==> config.mk <==
export PLATFORM = sky130hd
export DESIGN_NAME = playlist_sequencer
export DESIGN_NICKNAME = d
export VERILOG_FILES = /design/src/rtl/playlist_pkg.sv /design/src/rtl/key_edge.sv /design/src/rtl/playlist_sequencer.sv
export SDC_FILE = /design/constraint.sdc
export NUM_CORES = 1
export LEC_CHECK = 0
export CORE_MARGIN = 5
export CORE_UTILIZATION = 49
export DETAILED_ROUTE_END_ITERATION = 12
export GPL_ROUTABILITY_DRIVEN = 0
export GPL_TIMING_DRIVEN = 0
export PLACE_DENSITY = 0.75
export RECOVER_POWER = 100
export SYNTH_ARGS = -nofsm -noshare
export SYNTH_HDL_FRONTEND = slang
export SYNTH_HIERARCHICAL = 1
export SYNTH_SLANG_ARGS = --single-unit
==> constraint.sdc <==
create_clock -name clk -period 2.4 [get_ports clk]
set_clock_uncertainty 0.2 [all_clocks]
set_input_delay 0.48 -clock clk [delete_from_list [all_inputs] [get_ports clk]]
set_output_delay 0.48 -clock clk [all_outputs]
set_load 0.02 [all_outputs]
==> src/rtl/playlist_pkg.sv <==
// Shared types and tables for the playlist sequencer.
// State enum, song length table and LFSR constants.
package playlist_pkg;

  typedef enum logic [2:0] {
    ST_STOP,
    ST_FETCH,
    ST_LOAD,
    ST_PLAY,
    ST_PAUSE
  } state_t;

  // Element 0 is song 0.
  localparam logic [3:0][8:0] SONG_LEN = {
    9'd320, 9'd176, 9'd384, 9'd416
  };

  localparam logic [7:0] LFSR_SEED = 8'hA5;

  // x^8+x^6+x^5+x^4+1, left-shifting Fibonacci form.
  localparam logic [7:0] LFSR_TAPS = 8'hB8;

  function automatic logic [8:0] song_last(
    input logic [1:0] s
  );
    return SONG_LEN[s] - 9'd1;
  endfunction

  function automatic logic [7:0] lfsr_step(
    input logic [7:0] l
  );
    return {l[6:0], ^(l & LFSR_TAPS)};
  endfunction

endpackage

==> src/rtl/key_edge.sv <==
// Key synchroniser and rising-edge detector.
// Two flops cross the clock domain, a third marks the edge.
module key_edge (
  input  logic clk,
  input  logic rst,
  input  logic i_key,
  output logic o_rise
);

  logic [2:0] r_sh;

  always_ff @(posedge clk) begin
    if (rst) r_sh <= '0;
    else     r_sh <= {r_sh[1:0], i_key};
  end

  assign o_rise = r_sh[1] & ~r_sh[2];

endmodule

==> src/rtl/playlist_sequencer.sv <==
// Note-ROM playlist sequencer with play/pause/next/prev keys.
// Define SHUFFLE_EN to build the LFSR shuffle mode.
module playlist_sequencer
  import playlist_pkg::*;
#(
  parameter int TICK_DIV  = 25000000,
  parameter int NUM_SONGS = 4,
  parameter int NOTE_W    = 9
) (
  input  logic                 clk,
  input  logic                 rst,
  input  logic                 mode,
  input  logic                 key_play,
  input  logic                 key_next,
  input  logic                 key_prev,
  output logic [10:0]          rom_addr,
  input  logic [15:0]          rom_data,
  output logic [15:0]          freq,
  output logic [1:0]           song_idx,
  output logic                 playing,
  output logic                 song_done
);

  localparam int SONG_W = $clog2(NUM_SONGS);
  localparam int TW =
    (TICK_DIV > 1) ? $clog2(TICK_DIV) : 1;
  localparam logic [TW-1:0] TICK_LAST =
    TW'(TICK_DIV - 1);

  state_t              r_state;
  state_t              w_state_nx;
  logic [SONG_W-1:0]   r_song;
  logic [SONG_W-1:0]   w_song_nx;
  logic [SONG_W-1:0]   w_adv;
  logic [NOTE_W-1:0]   r_note;
  logic [NOTE_W-1:0]   w_note_nx;
  logic [NOTE_W-1:0]   w_note_last;
  logic [TW-1:0]       r_tick;
  logic [TW-1:0]       w_tick_nx;
  logic [15:0]         r_note_reg;
  logic [15:0]         w_note_reg_nx;
  logic [15:0]         r_freq;
  logic [15:0]         w_freq_nx;
  logic                r_done;
  logic                w_done_nx;

  logic w_ev_play;
  logic w_ev_next;
  logic w_ev_prev;
  logic w_nx;
  logic w_pv;
  logic w_pl;

  key_edge u_play (
    .clk    (clk),
    .rst    (rst),
    .i_key  (key_play),
    .o_rise (w_ev_play)
  );

  key_edge u_next (
    .clk    (clk),
    .rst    (rst),
    .i_key  (key_next),
    .o_rise (w_ev_next)
  );

  key_edge u_prev (
    .clk    (clk),
    .rst    (rst),
    .i_key  (key_prev),
    .o_rise (w_ev_prev)
  );

  // Simultaneous next+prev cancel; play loses to a skip.
  assign w_nx = w_ev_next & ~w_ev_prev;
  assign w_pv = w_ev_prev & ~w_ev_next;
  assign w_pl = w_ev_play & ~w_nx & ~w_pv;

`ifdef SHUFFLE_EN
  logic [7:0] r_lfsr;

  always_ff @(posedge clk) begin
    if (rst) r_lfsr <= LFSR_SEED;
    else     r_lfsr <= lfsr_step(r_lfsr);
  end

  always_comb begin
    w_adv = r_song + 1'b1;
    if (!mode && (r_lfsr[SONG_W-1:0] != r_song))
      w_adv = r_lfsr[SONG_W-1:0];
  end
`else
  logic w_unused_mode;
  assign w_unused_mode = mode;
  assign w_adv = r_song + 1'b1;
`endif

  assign w_note_last = NOTE_W'(song_last(r_song));

  always_ff @(posedge clk) begin
    if (rst) begin
      r_state    <= ST_STOP;
      r_song     <= '0;
      r_note     <= '0;
      r_tick     <= '0;
      r_note_reg <= '0;
      r_freq     <= '0;
      r_done     <= 1'b0;
    end else begin
      r_state    <= w_state_nx;
      r_song     <= w_song_nx;
      r_note     <= w_note_nx;
      r_tick     <= w_tick_nx;
      r_note_reg <= w_note_reg_nx;
      r_freq     <= w_freq_nx;
      r_done     <= w_done_nx;
    end
  end

  always_comb begin
    w_state_nx    = r_state;
    w_song_nx     = r_song;
    w_note_nx     = r_note;
    w_tick_nx     = r_tick;
    w_note_reg_nx = r_note_reg;
    w_freq_nx     = r_freq;
    w_done_nx     = 1'b0;
    if (w_nx || w_pv) begin
      w_song_nx = w_nx ? w_adv : r_song - 1'b1;
      w_note_nx = '0;
      w_tick_nx = '0;
      if (r_state == ST_STOP ||
          r_state == ST_PAUSE) begin
        w_state_nx = ST_STOP;
        w_freq_nx  = '0;
      end else begin
        w_state_nx = ST_FETCH;
      end
    end else begin
      unique case (r_state)
        ST_STOP: begin
          if (w_pl) w_state_nx = ST_FETCH;
        end
        ST_FETCH: begin
          w_state_nx = ST_LOAD;
        end
        ST_LOAD: begin
          w_note_reg_nx = rom_data;
          w_freq_nx     = rom_data;
          w_tick_nx     = '0;
          w_state_nx    = ST_PLAY;
        end
        ST_PLAY: begin
          if (w_pl) begin
            w_state_nx = ST_PAUSE;
            w_freq_nx  = '0;
          end else if (r_tick == TICK_LAST) begin
            w_tick_nx  = '0;
            w_state_nx = ST_FETCH;
            if (r_note == w_note_last) begin
              w_note_nx = '0;
              w_song_nx = w_adv;
              w_done_nx = 1'b1;
            end else begin
              w_note_nx = r_note + 1'b1;
            end
          end else begin
            w_tick_nx = r_tick + 1'b1;
          end
        end
        ST_PAUSE: begin
          if (w_pl) begin
            w_state_nx = ST_PLAY;
            w_freq_nx  = r_note_reg;
          end
        end
        default: w_state_nx = ST_STOP;
      endcase
    end
  end

  assign rom_addr  = {r_song, r_note};
  assign freq      = r_freq;
  assign song_idx  = r_song;
  assign song_done = r_done;
  assign playing   = (r_state == ST_FETCH) ||
                     (r_state == ST_LOAD)  ||
                     (r_state == ST_PLAY);

endmodule

# Word-level counts from Yosys, hierarchy flattened
# Index checks and enable logic that the tools add are counted.
totals:
  output_inout_bits: 31
  input_bits: 22
  word_cells: 90
  ff_bits: 81
op_classes:
  eq_ne: 13
  n_mux: 25
  n_reduce_logical: 18
  addsub: 5
  n_lt_le_gt_ge: 1
  bitwise_logic: 18
op_table:
  columns: ["op", "count"]
  rows:
  - ["$mux 16", 4]
  - ["$mux 25", 2]
  - ["$pmux 25 s2", 1]
  - ["$pmux 16 s3", 1]
  - ["$add 25x1->25 const B", 1]
  - ["$eq 25x25->1 const B", 1]
  - ["$bmux 9 s2", 1]
  - ["$mux 9", 2]
  - ["$mux 3", 5]
  - ["$pmux 3 s5", 1]
  - ["$mux 2", 6]
  - ["$not 1->1", 11]
  - ["$add 9x1->9 const B", 1]
  - ["$eq 9x9->1", 1]
  - ["$ne 3x3->1 const B", 3]
  - ["$sub 9x1->9 const B", 1]
  - ["$reduce_and 4->1", 2]
  - ["$reduce_bool 2->1", 4]
  - ["$and 1x1->1", 7]
  - ["$eq 3x2->1 const B", 2]
  - ["$reduce_and 3->1", 2]
  - ["$reduce_or 5->1", 1]
  - ["$logic_or 1x1->1", 4]
  - ["$ne 2x1->1 const B", 2]
  - ["12 further kinds", 14]

# Longest topological paths before layout
logic_depth:
  ltp_word: 10
  depth_mapped: 11
  depth_no_buf: 9

# By module
# The synthesis kept the hierarchy.
by_module_without_submodules:
  columns: ["module", "cells_each", "n_inst", "seq_area_each_um2", "area_each_um2"]
  rows:
  - ["playlist_sequencer", 445, 1, 1441.4, 3619.7]
  - ["key_edge", 7, 3, 60.1, 87.6]

# Least setup slack after synthesis
# Ideal clock, no wire load.
synth_timing:
  path_kind: "register to register"
  from: "register u_prev.r_sh[1]"
  to: "register r_freq[13], in the netlist freq[13]"
  synth_period_minus_slack_ps: 2458
  required_time_ps: 2083
  setup_slack_ps: -58
  arrival_ps: 2141
  setup_ps: 117
  stages_incl_launch_ff: 11
  path_buffers: 2
  path_cell_list: "dfxtp_1 > nor2b_2 > inv_1 > ha_1 > or3b_2 > nand2_1 > a32o_1 > clkbuf_1 > nor2_1 > buf_2 > o22a_1"
synth_via:
  elab_chain_len: 8
  word_cells_on_any_way: 15
  classes_between: "3 x eq/ne; 1 x mux; 8 x bitwise; 3 x reduce/logical"
synth_lines:
  columns: ["item", "line", "source"]
  rows:
  - ["from (decl)", "key_edge.sv:10", "logic [2:0] r_sh;"]
  - ["from (signal assigned)", "key_edge.sv:14", "else r_sh <= {r_sh[1:0], i_key};"]
  - ["$and 1x1->1 (*)", "key_edge.sv:17", "assign o_rise = r_sh[1] & ~r_sh[2];"]
  - ["net w_ev_prev", "playlist_sequencer.sv:49", "logic w_ev_prev;"]
  - ["$not 1->1", "playlist_sequencer.sv:76", "assign w_nx = w_ev_next & ~w_ev_prev;"]
  - ["$and 1x1->1", "playlist_sequencer.sv:76", null]
  - ["$not 1->1", "playlist_sequencer.sv:78", "assign w_pl = w_ev_play & ~w_nx & ~w_pv;"]
  - ["$and 1x1->1 (2 in a row)", "playlist_sequencer.sv:78", null]
  - ["$ne 3x3->1 (no line)", null, null]
  - ["$reduce_and 4->1 (no line)", null, null]
  - ["to (signal assigned)", "playlist_sequencer.sv:116", "r_freq <= w_freq_nx;"]
  - ["to (decl)", "playlist_sequencer.sv:42", "logic [15:0] r_freq;"]
# The timed path passes the listed nets; every way through them passes the cells marked *.
# A chain may end at the register's enable or synchronous reset.

# Worst setup path in the final report
layout_timing:
  from: "register u_prev.r_sh[1]"
  to: "register r_tick[16]"
layout_via:
  elab_chain_len: 8
  word_cells_on_any_way: 12
  classes_between: "1 x eq/ne; 8 x bitwise; 3 x reduce/logical"
layout_lines:
  columns: ["item", "line", "source"]
  rows:
  - ["$and 1x1->1 (*)", "key_edge.sv:17", null]
  - ["net w_ev_prev", "playlist_sequencer.sv:49", null]
  - ["$not 1->1", "playlist_sequencer.sv:76", null]
  - ["$and 1x1->1", "playlist_sequencer.sv:76", null]
  - ["$not 1->1", "playlist_sequencer.sv:78", null]
  - ["$and 1x1->1 (2 in a row)", "playlist_sequencer.sv:78", null]
  - ["$ne 2x2->1 (no line)", null, null]
  - ["$reduce_and 2->1 (no line)", null, null]
  - ["to (signal assigned)", "playlist_sequencer.sv:114", "r_tick <= w_tick_nx;"]
  - ["to (decl)", "playlist_sequencer.sv:38", "logic [TW-1:0] r_tick;"]
# Marks and branches as above.

==> qor.txt <==
Comb pwr share: 24.1%
R2R Path Start: u_prev/r_sh[1]
Drt pass-1 iters: 5
Most frequent cells in the layout: dfxtp_1, nand2_1, nor2_1
Critical path class: reg -> reg
Fraction of layout instances using a drive strength above 1: 16.0%
Status: completed
Yosys reg bits: 81
Io pins: 53
Final std cells w/o fill: 646
Internal power: 2.45 mW
Worst EP arrival: 2.41 ns
Switching fraction of total power: 29.5%
Antenna violations before repair: 0
Pleak: 1.96 nW
Hold crit path type: reg -> reg
Post-route DRC: 0
Max-cap violations: 0
Highest Clock Rate: 425 MHz
Syn nets: 495
Die area: 9800 um^2
Hold buffers post-CTS: 0
Switching power: 1.03 mW
Delay of the slowest critical-path stage: 0.41 ns
Commonest non-fill, non-tap cell in the layout: dfxtp_1
Setup TNS: 0 ns
Gr usage total: 19.8%
Synth area leader: dfxtp_1
Fin crit period: 2.35 ns
Die W: 99.0 um
Cell family with most CP delay: simple AND/OR/NAND/NOR gates
CP startpoint: u_prev/r_sh[1]
Vias: 3730
Worst Tran Pin Value: 0.632 ns
Pwr dens: 687 nW/um^2
Post-synthesis cell area: 3880 um^2
Synth Instances: 466
CTS root buf: clkbuf_8
Clock transition at path regs: 0.08 ns
Sequential area share after synthesis: 41.8%
Crit path max fanout: 6
P&R area growth vs syn: 30.6%
Nets: 568
Top cell type's share of synthesized area: 41.8%
Yosys warning total: 6
Detail Route Antenna Nets: 0
Pins Over Slew Limit: 0
Post-synthesis cell type count: 54
Std-Cell Rows: 32
Final WL: 10100 um
Fin area: 5070 um^2
Iter 0 DRT Violations: 327
CP required: 2.45 ns
Final setup vio count: 0
Syn avg cell area: 8.33 um^2
RSZ-0062 raised after global routing: yes
H-tree lvl count: 3
Fin crit share: 98.1%
Hold path startpoint: u_play/r_sh[0]
Area of placed instances: 4520 um^2
CTS tree: done
Clock Path Buffers: 2
Mean number of vias per cell: 5.77
CP cell instances: nor2b_4, inv_1, ha_2, nor3b_4, buf_4, a2111oi_4, and3_2, nand3_1, xnor2_1, nor2_2
Vias in the first global route: 3432
Initial Util: 50.2%
Top FF cell, synth: dfxtp_1
Clk pwr share: 32.5%
Num Clock Sinks: 81
CP max-delay cell: a2111oi_4
Crit. End Element: flop
Placed Instances: 619
Largest net degree at the start of global routing: 14
Largest cells by area after synthesis: dfxtp_1, nand2_1, nor2_1, a21oi_1, o22a_1
Routed wire length per instance: 15.7 um
First-pass GRT wire length: 16100 um
IO buf count: 51
Antenna diode instance count: 0
TritonCTS buffer count: 9
Asr flop ratio synth: 0%
Clock latency at the later pin of the worst-skew pair: 0.35 ns
WP buf/inv: 2
Slew HR: 56.8%
Sequential Power Share: 43.4%
CORE AREA: 7730 um^2
Post-DP HPWL: 6650 um
EDFF count, synth: 0
Die Y: 99.0 um
Global route total overflow: 0
CP startpoint kind: flop
Worst vdd ir: 532 uV
Final hold violation count: 0
## through the flow
step	hold slack [ns]	util [%]	total power, mW	setup WS, ns
detailed placement	0.226	58.5	2.31	-0.647
finish	0.242	65.6	3.48	0.0460
global placement	0.218	58.5	2.30	-0.579
floorplan	0.214	-	1.99	0.0537
global route	0.255	65.6	3.63	-0.0665
CTS	0.246	63.3	3.48	0.00244
## cells in the mapped netlist, drive strengths merged, types with 8 or more instances
library cell / count
dfxtp: 81
nand2: 73
nor2: 52
a21oi: 33
clkbuf: 18
nor2b: 18
nand3: 17
nor3: 17
o22a: 17
xor2: 15
a2111oi: 13
nand4: 13
buf: 12
xnor2: 8
## metal layers
layer  share of wire [%]  vias up  GRT usage [%]
li1                    -     1796              -
met1                  43     1762           25.4
met2                  50      153           33.1
met3                 6.9       19           4.74
met4                0.98        0           5.78
met5                   0        -              0
## repair_timing
| item | in CTS | in global routing |
|---|---|---|
| buffers inserted | 5 | 8 |
| setup endpoints to repair | 67 | 57 |
| pin swaps | 5 | 12 |
| gates cloned | 2 | 0 |
| gates resized for setup | 34 | 43 |
## cell type report
cell class | count | area [um^2]
tap | 102 | 128
clock buffer | 14 | 163
inverter | 7 | 26.3
clock inverter | 2 | 60.1
fill | 625 | 2660
timing repair buffer | 66 | 628
sequential | 81 | 1640
buffer | 26 | 156
multi-input combinational | 348 | 2270
## path summary, 6_finish.rpt
check,slack [ns],endpoint,cells after the start
min reg2reg,0.24,u_play/r_sh[1],1
min,0.24,u_play/r_sh[1],1
max,0.05,r_tick[16],10
max reg2reg,0.05,r_tick[16],10
## worst register-to-register path, stage by stage, from the launching register on
cell and delay, ns:
dfxtp_2 0.32, nor2b_4 0.12, inv_1 0.06, ha_2 0.24, nor3b_4 0.09, buf_4 0.15, a2111oi_4 0.41, and3_2 0.30
nand3_1 0.11, xnor2_1 0.22, nor2_2 0.05
## cells by family after synthesis
family / after synthesis / share of synthesized area, %
AOI/OAI and AO/OA: 90 / 16.4
xor gates and xnor gates: 23 / 5.19
and+or+nand+nor: 226 / 29.3
buffers and inverters: 37 / 4.58
DFF: 81 / 41.8
adders and majority gates: 7 / 2.26
muxes: 2 / 0.516
## power groups by stage
| stage | combinational (mW) | sequential [mW] | clock, mW |
|---|---|---|---|
| after detailed placement | 0.764 | 1.55 | 0 |
| after floorplan | 0.363 | 1.63 | 0 |
| after CTS | 0.815 | 1.52 | 1.15 |
| after global routing | 0.901 | 1.53 | 1.21 |
| final | 0.839 | 1.51 | 1.13 |
| after global placement | 0.753 | 1.54 | 0 |
Power figures use the tool's default switching activity.
